**src/rtl/wb_regfile_writer_pkg.sv**
```systemverilog
// Shared definitions for the register-file writeback slice: default widths,
// the hardwired-zero register index, index/data typedefs and the debug tag
// that records which producer supplied the registered write.
package wb_pkg;
  localparam int unsigned DEF_ADDR_WIDTH = 5;
  localparam int unsigned DEF_DATA_WIDTH = 32;
  localparam int unsigned REG_ZERO       = 0;

  typedef logic [DEF_ADDR_WIDTH-1:0] reg_idx_t;
  typedef logic [DEF_DATA_WIDTH-1:0] word_t;

  typedef enum logic [1:0] {
    WB_SRC_NONE = 2'd0,
    WB_SRC_EXU  = 2'd1,
    WB_SRC_LSU  = 2'd2
  } wb_src_e;
endpackage

```
**src/rtl/wb_regfile_writer_if.sv**
```systemverilog
// Bundle of EXU/LSU result handshakes, commit stall, issue claim, scoreboard
// queries and the registered register-file write port.
//   master : writeback block (drives readies, busy flags, wen/waddr/wdata)
//   slave  : surrounding pipeline / register file
// Optional macro WB_BYPASS_EN adds rs1/rs2 forwarding hit and data signals.
interface wb_regfile_writer_if #(
  parameter int unsigned ADDR_WIDTH = wb_pkg::DEF_ADDR_WIDTH,
  parameter int unsigned DATA_WIDTH = wb_pkg::DEF_DATA_WIDTH
);
  import wb_pkg::*;

  logic                  exu_valid;
  logic                  exu_ready;
  logic [ADDR_WIDTH-1:0] exu_rd;
  logic [DATA_WIDTH-1:0] exu_data;
  logic                  lsu_valid;
  logic                  lsu_ready;
  logic [ADDR_WIDTH-1:0] lsu_rd;
  logic [DATA_WIDTH-1:0] lsu_data;
  logic                  commit_stall;
  logic                  iss_valid;
  logic                  iss_ready;
  logic [ADDR_WIDTH-1:0] iss_rd;
  logic [ADDR_WIDTH-1:0] rs1_addr;
  logic [ADDR_WIDTH-1:0] rs2_addr;
  logic                  rs1_busy;
  logic                  rs2_busy;
  logic                  wen;
  logic [ADDR_WIDTH-1:0] waddr;
  logic [DATA_WIDTH-1:0] wdata;
  wb_src_e               wb_src;
`ifdef WB_BYPASS_EN
  logic                  rs1_fwd_hit;
  logic [DATA_WIDTH-1:0] rs1_fwd_data;
  logic                  rs2_fwd_hit;
  logic [DATA_WIDTH-1:0] rs2_fwd_data;
`endif

  modport master (
    input  exu_valid, exu_rd, exu_data, lsu_valid, lsu_rd, lsu_data,
    input  commit_stall, iss_valid, iss_rd, rs1_addr, rs2_addr,
    output exu_ready, lsu_ready, iss_ready, rs1_busy, rs2_busy,
    output wen, waddr, wdata, wb_src
`ifdef WB_BYPASS_EN
    , output rs1_fwd_hit, rs1_fwd_data, rs2_fwd_hit, rs2_fwd_data
`endif
  );

  modport slave (
    output exu_valid, exu_rd, exu_data, lsu_valid, lsu_rd, lsu_data,
    output commit_stall, iss_valid, iss_rd, rs1_addr, rs2_addr,
    input  exu_ready, lsu_ready, iss_ready, rs1_busy, rs2_busy,
    input  wen, waddr, wdata, wb_src
`ifdef WB_BYPASS_EN
    , input rs1_fwd_hit, rs1_fwd_data, rs2_fwd_hit, rs2_fwd_data
`endif
  );
endinterface

```
**src/rtl/wb_regfile_writer_scoreboard.sv**
```systemverilog
// Per-register busy scoreboard. Bit 0 is hardwired clear.
//   clk_i/rst_ni          : clock, async active-low reset
//   set_en_i/set_idx_i    : claim a destination (new producer)
//   clr_en_i/clr_idx_i    : release on the register-file write edge
//   rs1/rs2_addr_i, iss_rd_i : query indices
//   rs1/rs2_busy_o, iss_busy_o : busy state of the queried indices
module wb_scoreboard #(
  parameter int unsigned ADDR_WIDTH = wb_pkg::DEF_ADDR_WIDTH
) (
  input  logic                  clk_i,
  input  logic                  rst_ni,
  input  logic                  set_en_i,
  input  logic [ADDR_WIDTH-1:0] set_idx_i,
  input  logic                  clr_en_i,
  input  logic [ADDR_WIDTH-1:0] clr_idx_i,
  input  logic [ADDR_WIDTH-1:0] rs1_addr_i,
  input  logic [ADDR_WIDTH-1:0] rs2_addr_i,
  input  logic [ADDR_WIDTH-1:0] iss_rd_i,
  output logic                  rs1_busy_o,
  output logic                  rs2_busy_o,
  output logic                  iss_busy_o
);
  localparam int unsigned NREG = 2 ** ADDR_WIDTH;

  logic [NREG-1:0] busy_q, busy_d;

  // Set is applied after clear so a same-edge claim of the register being
  // written keeps it busy for the new producer.
  always_comb begin
    busy_d = busy_q;
    if (clr_en_i) busy_d[clr_idx_i] = 1'b0;
    if (set_en_i) busy_d[set_idx_i] = 1'b1;
    busy_d[0] = 1'b0;
  end

  always_ff @(posedge clk_i or negedge rst_ni) begin
    if (!rst_ni) busy_q <= '0;
    else         busy_q <= busy_d;
  end

  always_comb begin
    rs1_busy_o = busy_q[rs1_addr_i];
    rs2_busy_o = busy_q[rs2_addr_i];
    iss_busy_o = busy_q[iss_rd_i];
  end
endmodule

```
**src/rtl/wb_regfile_writer.sv**
```systemverilog
// Writeback initiator: arbitrates LSU (priority) and EXU results into one
// registered register-file write per cycle and tracks pending writes in a
// busy scoreboard for issue-stage hazard checks.
//   clock : rising-edge clock
//   reset : asynchronous active-low reset
//   bus   : wb_regfile_writer_if.master (result handshakes, stall, issue
//           claim, scoreboard queries, wen/waddr/wdata, debug source tag)
// Optional macro WB_BYPASS_EN: forwarding hit/data for rs1/rs2 from the
// in-flight write, masking the matching busy flag.
module wb_regfile_writer
  import wb_pkg::*;
#(
  parameter int unsigned ADDR_WIDTH = DEF_ADDR_WIDTH,
  parameter int unsigned DATA_WIDTH = DEF_DATA_WIDTH
) (
  input  logic                 clock,
  input  logic                 reset,
  wb_regfile_writer_if.master  bus
);
  logic                  lsu_fire, exu_fire, claim;
  logic                  iss_busy, rs1_busy_raw, rs2_busy_raw;
  logic                  wen_q, wen_d;
  logic [ADDR_WIDTH-1:0] waddr_q, waddr_d;
  logic [DATA_WIDTH-1:0] wdata_q, wdata_d;
  wb_src_e               src_q, src_d;

  always_comb begin
    bus.lsu_ready = !bus.commit_stall;
    bus.exu_ready = !bus.commit_stall && !bus.lsu_valid;
    bus.iss_ready = !bus.commit_stall && !iss_busy;
    lsu_fire      = bus.lsu_valid && bus.lsu_ready;
    exu_fire      = bus.exu_valid && bus.exu_ready;
    claim         = bus.iss_valid && bus.iss_ready &&
                    (bus.iss_rd != ADDR_WIDTH'(REG_ZERO));
  end

  always_comb begin
    wen_d   = 1'b0;
    waddr_d = waddr_q;
    wdata_d = wdata_q;
    src_d   = WB_SRC_NONE;
    if (lsu_fire) begin
      wen_d   = (bus.lsu_rd != ADDR_WIDTH'(REG_ZERO));
      waddr_d = bus.lsu_rd;
      wdata_d = bus.lsu_data;
      src_d   = WB_SRC_LSU;
    end else if (exu_fire) begin
      wen_d   = (bus.exu_rd != ADDR_WIDTH'(REG_ZERO));
      waddr_d = bus.exu_rd;
      wdata_d = bus.exu_data;
      src_d   = WB_SRC_EXU;
    end
  end

  always_ff @(posedge clock or negedge reset) begin
    if (!reset) begin
      wen_q   <= 1'b0;
      waddr_q <= '0;
      wdata_q <= '0;
      src_q   <= WB_SRC_NONE;
    end else begin
      wen_q   <= wen_d;
      waddr_q <= waddr_d;
      wdata_q <= wdata_d;
      src_q   <= src_d;
    end
  end

  wb_scoreboard #(.ADDR_WIDTH(ADDR_WIDTH)) u_sb (
    .clk_i      (clock),
    .rst_ni     (reset),
    .set_en_i   (claim),
    .set_idx_i  (bus.iss_rd),
    .clr_en_i   (wen_q),
    .clr_idx_i  (waddr_q),
    .rs1_addr_i (bus.rs1_addr),
    .rs2_addr_i (bus.rs2_addr),
    .iss_rd_i   (bus.iss_rd),
    .rs1_busy_o (rs1_busy_raw),
    .rs2_busy_o (rs2_busy_raw),
    .iss_busy_o (iss_busy)
  );

  always_comb begin
    bus.wen    = wen_q;
    bus.waddr  = waddr_q;
    bus.wdata  = wdata_q;
    bus.wb_src = src_q;
`ifdef WB_BYPASS_EN
    bus.rs1_fwd_hit  = wen_q && (waddr_q == bus.rs1_addr) &&
                       (bus.rs1_addr != ADDR_WIDTH'(REG_ZERO));
    bus.rs2_fwd_hit  = wen_q && (waddr_q == bus.rs2_addr) &&
                       (bus.rs2_addr != ADDR_WIDTH'(REG_ZERO));
    bus.rs1_fwd_data = wdata_q;
    bus.rs2_fwd_data = wdata_q;
    bus.rs1_busy     = rs1_busy_raw && !bus.rs1_fwd_hit;
    bus.rs2_busy     = rs2_busy_raw && !bus.rs2_fwd_hit;
`else
    bus.rs1_busy     = rs1_busy_raw;
    bus.rs2_busy     = rs2_busy_raw;
`endif
  end
endmodule

```
**src/flat_wrapper.sv**
```systemverilog
// flat-port wrapper written by rule: the top's interface ports become plain ports
module wb_regfile_writer_flat import wb_pkg::*;
#(
  parameter int unsigned ADDR_WIDTH = DEF_ADDR_WIDTH,
  parameter int unsigned DATA_WIDTH = DEF_DATA_WIDTH
)
  (clock, reset, bus_exu_valid, bus_exu_rd, bus_exu_data, bus_lsu_valid, bus_lsu_rd, bus_lsu_data, bus_commit_stall, bus_iss_valid, bus_iss_rd, bus_rs1_addr, bus_rs2_addr, bus_exu_ready, bus_lsu_ready, bus_iss_ready, bus_rs1_busy, bus_rs2_busy, bus_wen, bus_waddr, bus_wdata, bus_wb_src);
  wb_regfile_writer_if #(.ADDR_WIDTH(ADDR_WIDTH), .DATA_WIDTH(DATA_WIDTH)) bus_i ();
  input  logic clock;
  input  logic reset;
  input wire logic [$bits(bus_i.exu_valid)-1:0] bus_exu_valid;
  input wire logic [$bits(bus_i.exu_rd)-1:0] bus_exu_rd;
  input wire logic [$bits(bus_i.exu_data)-1:0] bus_exu_data;
  input wire logic [$bits(bus_i.lsu_valid)-1:0] bus_lsu_valid;
  input wire logic [$bits(bus_i.lsu_rd)-1:0] bus_lsu_rd;
  input wire logic [$bits(bus_i.lsu_data)-1:0] bus_lsu_data;
  input wire logic [$bits(bus_i.commit_stall)-1:0] bus_commit_stall;
  input wire logic [$bits(bus_i.iss_valid)-1:0] bus_iss_valid;
  input wire logic [$bits(bus_i.iss_rd)-1:0] bus_iss_rd;
  input wire logic [$bits(bus_i.rs1_addr)-1:0] bus_rs1_addr;
  input wire logic [$bits(bus_i.rs2_addr)-1:0] bus_rs2_addr;
  output wire logic [$bits(bus_i.exu_ready)-1:0] bus_exu_ready;
  output wire logic [$bits(bus_i.lsu_ready)-1:0] bus_lsu_ready;
  output wire logic [$bits(bus_i.iss_ready)-1:0] bus_iss_ready;
  output wire logic [$bits(bus_i.rs1_busy)-1:0] bus_rs1_busy;
  output wire logic [$bits(bus_i.rs2_busy)-1:0] bus_rs2_busy;
  output wire logic [$bits(bus_i.wen)-1:0] bus_wen;
  output wire logic [$bits(bus_i.waddr)-1:0] bus_waddr;
  output wire logic [$bits(bus_i.wdata)-1:0] bus_wdata;
  output wire logic [$bits(bus_i.wb_src)-1:0] bus_wb_src;
  assign bus_i.exu_valid = bus_exu_valid;
  assign bus_i.exu_rd = bus_exu_rd;
  assign bus_i.exu_data = bus_exu_data;
  assign bus_i.lsu_valid = bus_lsu_valid;
  assign bus_i.lsu_rd = bus_lsu_rd;
  assign bus_i.lsu_data = bus_lsu_data;
  assign bus_i.commit_stall = bus_commit_stall;
  assign bus_i.iss_valid = bus_iss_valid;
  assign bus_i.iss_rd = bus_iss_rd;
  assign bus_i.rs1_addr = bus_rs1_addr;
  assign bus_i.rs2_addr = bus_rs2_addr;
  assign bus_exu_ready = bus_i.exu_ready;
  assign bus_lsu_ready = bus_i.lsu_ready;
  assign bus_iss_ready = bus_i.iss_ready;
  assign bus_rs1_busy = bus_i.rs1_busy;
  assign bus_rs2_busy = bus_i.rs2_busy;
  assign bus_wen = bus_i.wen;
  assign bus_waddr = bus_i.waddr;
  assign bus_wdata = bus_i.wdata;
  assign bus_wb_src = bus_i.wb_src;
  wb_regfile_writer #(.ADDR_WIDTH(ADDR_WIDTH), .DATA_WIDTH(DATA_WIDTH)) u_core (.clock(clock), .reset(reset), .bus(bus_i));
endmodule
```
**config.mk**
```make
export PLATFORM = sky130hd
export DESIGN_NAME = wb_regfile_writer_flat
export DESIGN_NICKNAME = d
export VERILOG_FILES = /design/src/rtl/wb_regfile_writer_pkg.sv /design/src/rtl/wb_regfile_writer_if.sv /design/src/rtl/wb_regfile_writer_scoreboard.sv /design/src/rtl/wb_regfile_writer.sv /design/src/flat_wrapper.sv
export SDC_FILE = /design/constraint.sdc
export NUM_CORES = 1
export LEC_CHECK = 0
export CAP_MARGIN = 20
export CORE_ASPECT_RATIO = 0.7
export CORE_MARGIN = 5
export CORE_UTILIZATION = 40
export DETAILED_ROUTE_END_ITERATION = 10
export GPL_TIMING_DRIVEN = 0
export PLACE_DENSITY = 0.8
export SLEW_MARGIN = 15
export SYNTH_ARGS = -nofsm -noshare
export SYNTH_HDL_FRONTEND = slang
export SYNTH_HIERARCHICAL = 1
export SYNTH_SLANG_ARGS = --single-unit
```
**constraint.sdc**
```tcl
create_clock -name clock -period 5.6 [get_ports clock]
set_input_delay 1.12 -clock clock [delete_from_list [all_inputs] [get_ports clock]]
set_output_delay 1.12 -clock clock [all_outputs]
set_load 0.05 [all_outputs]
```
==> summary.txt <==
Run status
  – Status: complete, no violations

Power and ir drop
  – Seq pwr share: 38.3%
  – Power share of the clock group: 26.9%
  – Internal power: 0.00136 W
  – Leak: 2.35 nW
  – Sw frac: 37.4%
  – PD cells: 355 mW/mm^2
  – P_sw: 0.000813 W
  – Combinational power share: 34.9%
  – Worst VDD drop: 0.184 mV

Layout
  – Antenna diodes: 0
  – Area growth from synthesis to layout: 42.8%
  – Design Area, Final: 0.00613 sq mm
  – Share of layout cells above drive strength 1: 8.76%
  – Filler instances: 899
  – Nets: 695

Clock network
  – Cts repair resizes: 0
  – Hold Buf Count CTS: 0
  – Sink Count: 71
  – CTS tree: built
  – H-tree levels: 3
  – Clock transition at the registers of the reported paths: 0.06 ns
  – Setup Buffers After CTS: 0
  – CTS Root Cell: clkbuf_16
  – Clk_lat worst skew: 0.33 ns
  – Longest Clk Path Bufs: 2
  – CTS Buf Count: 9

STA
  – Pins over their slew limit: 0
  – Worst hold margin: 0.548 ns
  – Count of endpoints failing setup in the final report: 0
  – FMAX: 0.203 GHz
  – RSZ-0062 raised after global routing: false
  – Slew HR: 62.3%
  – Post-route clock period utilization: 88.0%
  – Minimum clock period: 4.93 ns
  – Hold Vio Cnt, Final: 0
  – Tightest Pin Transition: 0.563 ns
  – Worst Skew: 0.00514 ns
  – Setup TNS Final: 0 ns

Place
  – DP HPWL: 10,700 microns
  – Routability cong.: 0.877
  – PortBufs: 134
  – Area after DPL: 0.00582 sq mm

Floorplan
  – Core area: 0.0104 sq mm
  – Die W: 134 microns
  – # IOs: 140
  – Effective utilization at floorplan: 41.1%
  – Die area: 0.0129 sq mm
  – Num rows: 31
  – Chip Height: 96.7 microns

Logic synthesis
  – Post-Syn Instances: 454
  – Yosys top cell by area: dfrtp_1
  – Yosys warnings: 6
  – Avg Inst Size Synth: 9.45 sq um
  – Register area share after synthesis: 41.4%
  – Count leader, synth: dfrtp_1
  – Yosys reg bits: 71
  – Post-synth cell types: 30
  – Dominant cells by area after synthesis: dfrtp_1, o21ai_0, a22oi_1, mux2i_1, nor2b_1
  – Share of the synthesized area in the top cell type: 41.4%
  – Post-synth EDFFs: 0
  – Net Count, Synth: 549
  – Commonest cells in the netlist: dfrtp_1, o21ai_0, a21oi_1
  – Most used DFF post-synth: dfrtp_1
  – Synth Cell Area: 0.00429 sq mm
  – Share of flip-flops with an asynchronous set or reset: 100%

Route
  – Remaining antenna violation count: 0
  – Average wire per standard cell: 19.7 microns
  – Via count: 4,419
  – Number of vias per cell: 6.00
  – Routed WL: 14,500 microns
  – Drt first pass iters: 5
  – 1st-iter DRT viols: 386
  – Residual DRC: 0

Setup path
  – CP startpoint: bus_iss_rd[2]
  – Startpoint types: input pin
  – R2R Setup Slk: 2.91 ns
  – Required @ worst endpoint: 4.48 ns
  – Worst Path Max Fanout: 12
  – Critical Setup Path Class: in2out
  – Worst setup EP type: output port
  – FF-to-FF Start: u_core/u_sb/busy_q[23]
  – Arr. time, crit path: 3.81 ns
  – Cells on worst reg2reg path: 9
  – CP Capture Point: bus_iss_ready
  – FF-to-FF End: u_core/u_sb/busy_q[4]

GRT
  – First-pass GRT wire length: 23,700 microns
  – Pin count of the biggest net entering global routing: 57
  – Grt ovf: 0
  – Vias in the first global route: 4,567
  – Total GRT Usage: 22.3%
  – Initial antenna violation count: 0

Worst hold path
  – Hold path depth: 2
  – Worst Hold Class: reg2reg

Run
  – Maxcap violations: 0
## worst max-delay path: stages
cell             delay [ns]
clkdlybuf4s50_1        0.80
buf_4                  0.29
mux2i_1                0.21
nand3_1                0.09
nand3_1                0.12
nand4_1                0.13
nor2_1                 0.20
clkdlybuf4s50_1        0.84
## cells in the final DEF, fill, tap and decap left out, types with 4 or more instances in the layout
| cell type | n |
|---|---|
| a21oi_1 | 47 |
| nand2_1 | 9 |
| clkbuf_1 | 7 |
| a22oi_1 | 43 |
| buf_4 | 4 |
| nand3_1 | 16 |
| nand3b_1 | 10 |
| clkdlybuf4s50_1 | 133 |
| clkbuf_16 | 9 |
| mux4_2 | 6 |
| buf_2 | 9 |
| nor2b_1 | 43 |
| o21ai_1 | 31 |
| nor2_1 | 15 |
| mux2i_1 | 27 |
| inv_1 | 4 |
| or3b_2 | 4 |
| nand2b_1 | 6 |
| buf_6 | 11 |
| dfrtp_1 | 71 |
| o21ai_0 | 69 |
## worst min path at each step
stage | startpoint | to | slack, ns
2_1_floorplan | u_core/u_sb/busy_q[17] | u_core/u_sb/busy_q[17] | 0.49
3_3_place_gp | u_core/bus.wdata[24] | u_core/bus.wdata[24] | 0.52
3_5_place_dp | u_core/bus.wdata[21] | u_core/bus.wdata[21] | 0.54
4_1_cts | u_core/bus.wdata[6] | u_core/bus.wdata[6] | 0.55
5_1_grt | u_core/bus.wdata[9] | u_core/bus.wdata[9] | 0.58
6_report | u_core/bus.wdata[10] | u_core/bus.wdata[10] | 0.55
## metrics by stage
step | setup slack, ns | power, W | util [%] | std cells
after floorplan | 1.77 | 0.00126 | - | 454
after global placement | 0.727 | 0.00155 | 55.6 | 720
after detailed placement | 0.700 | 0.00158 | 55.8 | 721
after CTS | 0.679 | 0.00217 | 58.7 | 737
after global routing | 0.574 | 0.00228 | 58.7 | 737
final | 0.674 | 0.00217 | 58.7 | 737
## layout make-up
type                            instances  area, sq um  area share [%]
Timing Repair Buffer                  135         1370            22.3
Sequential cell                        71         1780            29.0
Multi-Input combinational cell        349         2280            37.2
Buffer                                 30          218            3.55
Inverter                                4         15.0           0.245
Clock inverter                          6         67.6            1.10
Tap cell                              132          165            2.69
Clock buffer                           10          239            3.90
## cell families after synthesis
group                  count (synthesis)  share of synthesized area, %
AOI/OAI and AO/OA                    200                          26.5
buffers and inverters                 34                          5.42
DFF                                   71                          41.4
muxes                                 36                          11.3
and+or+nand+nor                      113                          15.4
## flip-flops by register name, indices dropped and copies added (netlist names)
register and flops:
u_core/bus.wb_src 2, u_core/u_sb/busy_q 31, u_core/bus.wen 1, u_core/bus.waddr 5, u_core/bus.wdata 32
## power by group through the flow
stage	clock network, W	registers [W]	logic (W)
2_1_floorplan	0	0.000901	0.000359
3_3_place_gp	0	0.000819	0.000731
3_5_place_dp	0	0.000828	0.000752
4_1_cts	0.000596	0.000821	0.000756
5_1_grt	0.000615	0.000846	0.000816
6_report	0.000584	0.000832	0.000758
## per-layer routing
layer / track usage (%) / wire, microns / share of wire [%]
met1: 30.9 / 6290 / 43
met2: 33.5 / 6560 / 45
met3: 6.43 / 1390 / 9.5
met4: 7.51 / 298 / 2.1
met5: 0 / 0 / 0
Note: power is estimated with default switching activity, not from simulation.
